[config.mk]
export PLATFORM = sky130hd
export DESIGN_NAME = btn_debounce
export DESIGN_NICKNAME = d
export VERILOG_FILES = /design/src/rtl/btn_debounce.sv
export SDC_FILE = /design/constraint.sdc
export NUM_CORES = 1
export LEC_CHECK = 0
export ABC_CLOCK_PERIOD_IN_PS = 1700
export BUFFER_PORTS_ARGS = -buffer_cell sky130_fd_sc_hd__buf_2
export CORE_UTILIZATION = 40
export CTS_CLUSTER_SIZE = 40
export DETAILED_ROUTE_END_ITERATION = 10
export HOLD_SLACK_MARGIN = 0.12
export PLACE_DENSITY_LB_ADDON = 0.1
export REMOVE_ABC_BUFFERS = 1
export SYNTH_ARGS = -nofsm -noshare
export SYNTH_HDL_FRONTEND = slang
export SYNTH_SLANG_ARGS = --single-unit
export TNS_END_PERCENT = 100
[constraint.sdc]
create_clock -name clk -period 1.7 [get_ports clk]
set_input_delay 0 -clock clk [delete_from_list [all_inputs] [get_ports clk]]
set_output_delay 0 -clock clk [all_outputs]
set_load 0.03 [all_outputs]
[src/rtl/btn_debounce.sv]
// btn_debounce: synchronizes a bouncy push-button and emits a qualified level with press/release pulses
module btn_debounce #(
  parameter int STABLE_CYCLES = 4
) (
  input  logic       clk,
  input  logic       rst_n,
  input  logic       btn_raw,
  output logic       BTN,
  output logic       press,
  output logic       released,
  output logic [1:0] state
);
  typedef enum logic [1:0] {LOW = 2'b00, RISE_CHK = 2'b01, HIGH = 2'b10, FALL_CHK = 2'b11} st_t;
  localparam logic [15:0] LAST = 16'(STABLE_CYCLES - 1);
  st_t st, st_nx;
  logic s1, s2, press_nx, rel_nx;
  logic [15:0] cnt, cnt_nx, cnt_inc;
  always_ff @(posedge clk) begin
    if (!rst_n) begin
      s1 <= 1'b0;
      s2 <= 1'b0;
      st <= LOW;
      cnt <= '0;
      press <= 1'b0;
      released <= 1'b0;
    end else begin
      s1 <= btn_raw;
      s2 <= s1;
      st <= st_nx;
      cnt <= cnt_nx;
      press <= press_nx;
      released <= rel_nx;
    end
  end
  assign cnt_inc = (cnt == 16'hFFFF) ? cnt : cnt + 16'd1;
  always_comb begin
    st_nx = LOW;
    cnt_nx = '0;
    case (st)
      LOW: begin
        st_nx = s2 ? RISE_CHK : LOW;
        cnt_nx = s2 ? 16'd1 : '0;
      end
      RISE_CHK: begin
        st_nx = !s2 ? LOW : (cnt == LAST) ? HIGH : RISE_CHK;
        cnt_nx = (s2 && cnt != LAST) ? cnt_inc : '0;
      end
      HIGH: begin
        st_nx = !s2 ? FALL_CHK : HIGH;
        cnt_nx = !s2 ? 16'd1 : '0;
      end
      FALL_CHK: begin
        st_nx = s2 ? HIGH : (cnt == LAST) ? LOW : FALL_CHK;
        cnt_nx = (!s2 && cnt != LAST) ? cnt_inc : '0;
      end
      default: begin
        st_nx = LOW;
        cnt_nx = '0;
      end
    endcase
  end
  always_comb begin
    BTN = st[1];
    state = st;
    press_nx = (st == RISE_CHK) && s2 && (cnt == LAST);
    rel_nx = (st == FALL_CHK) && !s2 && (cnt == LAST);
  end
endmodule

==> impl_metrics.json <==
{
  "drive_gt1_frac": 0.3287,
  "clock-sinks": 22,
  "p_sw_frac": 0.1852,
  "cp_slowest_cell": "dfxtp_1",
  "cpLargestDelayFamily": "simple AND/OR/NAND/NOR gates",
  "nets": 148,
  "whs_ns": 0.4547,
  "dp.cells": 163,
  "pwr-share-seq": 0.553,
  "crit_chain": "nand4_1 -> buf_4 -> nor3_2 -> nor4b_2 -> a211oi_2",
  "ys_warn_count": 0,
  "crit_path_max_incr_delay_ns": 0.45,
  "seq_area_um2": 446.7,
  "hold_path_class": "flip-flop to flip-flop",
  "worstReg2RegEnd": "cnt[14]",
  "cp-startpoint": "cnt[9]",
  "clkPwrFrac": 0.427,
  "core-area_um2": 2477,
  "switchingPower_mw": 0.1747,
  "grt_pass1_wl_um": 4291,
  "ys.flop_type": "dfxtp_1",
  "h-tree-depth": 1,
  "dp_hpwl_um": 1686,
  "clk_pin_slew_worst_paths_ns": 0.13,
  "num_vias": 1002,
  "endpoint_kind": "flip-flop",
  "start_util": 0.4268,
  "postLayoutCellArea_um2": 1385,
  "hold_viol": 0,
  "grt-ovfl-total": 0,
  "ant_nets": 0,
  "critical_path_class": "flip-flop to flip-flop",
  "dpl-instance-area_um2": 1186,
  "numCtsBuffers": 3,
  "async_flop_share": 0,
  "crit_buf_inv": 1,
  "place_congestion": 0.7947,
  "drc_errors": 0,
  "grt.total_usage": 0.2082,
  "path_max_fanout": 5,
  "fin_ws_ns": 0.04109,
  "setup_tns_ns": 0,
  "period_needed_ns": 1.659,
  "insertion_delay_ns": 0.31,
  "die_h_um": 53.41,
  "antenna_found_initial": 0,
  "synthToLayoutAreaGrowth_pct": 31.01,
  "synth_edf_count": 0,
  "placementRows": 18,
  "diodes": 0,
  "tightest_slew_ns": 0.3607,
  "finClkSkew_ns": 0.004361,
  "via_per_inst": 5.792,
  "setup_violations": 0,
  "multiInputGateArea_um2": 650.6,
  "cp-start-kind": "flip-flop",
  "utilization": 0.5591,
  "rrSetupSlack_ns": 0.04,
  "slew_viol_final": 0,
  "ys_ff_latch": 22,
  "worstPathRequired_ns": 1.90,
  "slew-limit-headroom": 0.7577,
  "status": "finished, final reports clean",
  "first_iter_violations": 34,
  "grt_setup_unrepaired": "yes",
  "cts_tree": "done",
  "place_ws_ns": -0.01792,
  "wire_per_inst_um": 14.73,
  "ios": 8,
  "synth-seq-area-share": 0.4166,
  "fmax_mhz": 602.8,
  "synth.distinct_cells": 36,
  "syn_area_per_cell_um2": 8.885,
  "syn_inst": 119,
  "crit_path_end": "cnt[14]",
  "synth_area_um2": 1057,
  "p_total_mw": 0.9432,
  "p_int_mw": 0.7685,
  "fill_cells": 244,
  "vdd_drop_max_v": 0.0004669,
  "grt_max_degree": 14,
  "first_pass_iters": 4,
  "chipWidth_um": 53.41,
  "cap_violations": 0,
  "fin_crit_sh": 0.9758,
  "cp.arrival_ns": 1.86,
  "io_buffers": 7,
  "root_buffer": "clkbuf_4",
  "stdcell_count": 173,
  "reg2reg_from": "cnt[9]",
  "p_per_area_nw_per_um2": 681.0,
  "wl_um": 2549,
  "power.leakage_nw": 0.4869,
  "critical_path_cell_count": 5,
  "dieArea_um2": 2853,
  "grt_pass1_vias": 894,
  "combPwrFrac": 0.020,
  "rr_worst_depth": 5,
  "cts_max_path_buffers": 2
}
==> cells in the mapped netlist (4+ instances only) <==
library cell,instances,share of area
a21oi_1,12,0.057
dfxtp_1,22,0.42
nand2_1,7,0.025
nand3_1,4,0.019
nand4_1,4,0.024
nor2_1,8,0.028
nor3_1,8,0.038
nor4_1,5,0.030
or3_1,5,0.030
==> worst min-delay path by stage <==
stage / depth (start not counted) / end / slack [ns] / startpoint
after global placement: 2 / s1 / 0.21 / btn_raw
final: 1 / s2 / 0.45 / s1
after global routing: 1 / s2 / 0.47 / s1
after detailed placement: 2 / s1 / 0.21 / btn_raw
after floorplan: 1 / s1 / 0.12 / rst_n
after CTS: 1 / s2 / 0.46 / s1
==> cell families after synthesis <==
kind of cell,synth area share
adder cells (fa/ha/maj),0.01183
AND/OR/NAND/NOR,0.3550
buffers and inverters,0.04259
XOR/XNOR,0.01657
multiplexers,0.009468
AO/OA/AOI/OAI,0.1479
flip-flops,0.4166
==> layout by cell type, fill, tap and decap left out, types with 2 or more instances in the layout <==
master,count
dfxtp_1,17
a21oi_1,12
buf_4,12
nor2_1,8
buf_2,8
nand2_1,7
nor4_1,5
or3_1,5
dfxtp_2,5
nor3_1,4
nand4_1,4
nor3_2,4
a211oi_2,3
nand3_1,3
or4_1,3
and4_1,3
o21ai_0,3
clkbuf_4,3
dlygate4sd3_1,3
buf_6,3
nor4b_1,2
xor2_1,2
o31ai_1,2
nor3b_1,2
and2_1,2
==> power groups by stage <==
stage | clock, mW | combinational [mW] | sequential (mW)
final | 0.403 | 0.0186 | 0.522
after global routing | 0.441 | 0.0204 | 0.523
after CTS | 0.415 | 0.0183 | 0.522
after detailed placement | 0 | 0.0125 | 0.533
after global placement | 0 | 0.0124 | 0.533
after floorplan | 0 | 0.00502 | 0.534
==> what timing repair did <==
action	CTS	global route
cloned	1	0
setup endpoints to repair	10	15
hold buffers	3	0
gates resized for setup	10	12
setup buffers	0	3
pin swaps	1	5
endpoints found under the hold margin	7	0
==> state kept, by name, summed over array words and instances, names as in the netlist <==
| register | count |
|---|---|
| cnt | 16 |
| s1 | 1 |
| state | 2 |
| released | 1 |
| press | 1 |
| s2 | 1 |
==> layout make-up <==
cell class / count / share of cell area
Multi-Input combinational cell: 90 / 0.4697
Sequential cell: 22 / 0.3225
Timing Repair Buffer: 26 / 0.1400
Tap cell: 30 / 0.02710
Clock inverter: 1 / 0.02168
Clock buffer: 3 / 0.01626
Inverter: 1 / 0.002710
==> per-layer routing <==
metal,share of wire,vias up,GRT usage
met2,0.46,23,0.3021
li1,-,509,-
met1,0.49,468,0.3002
met5,0,-,0
met3,0.041,2,0.02874
met4,0.0059,0,0.08772
No activity file was read; power rests on OpenSTA's default activity.
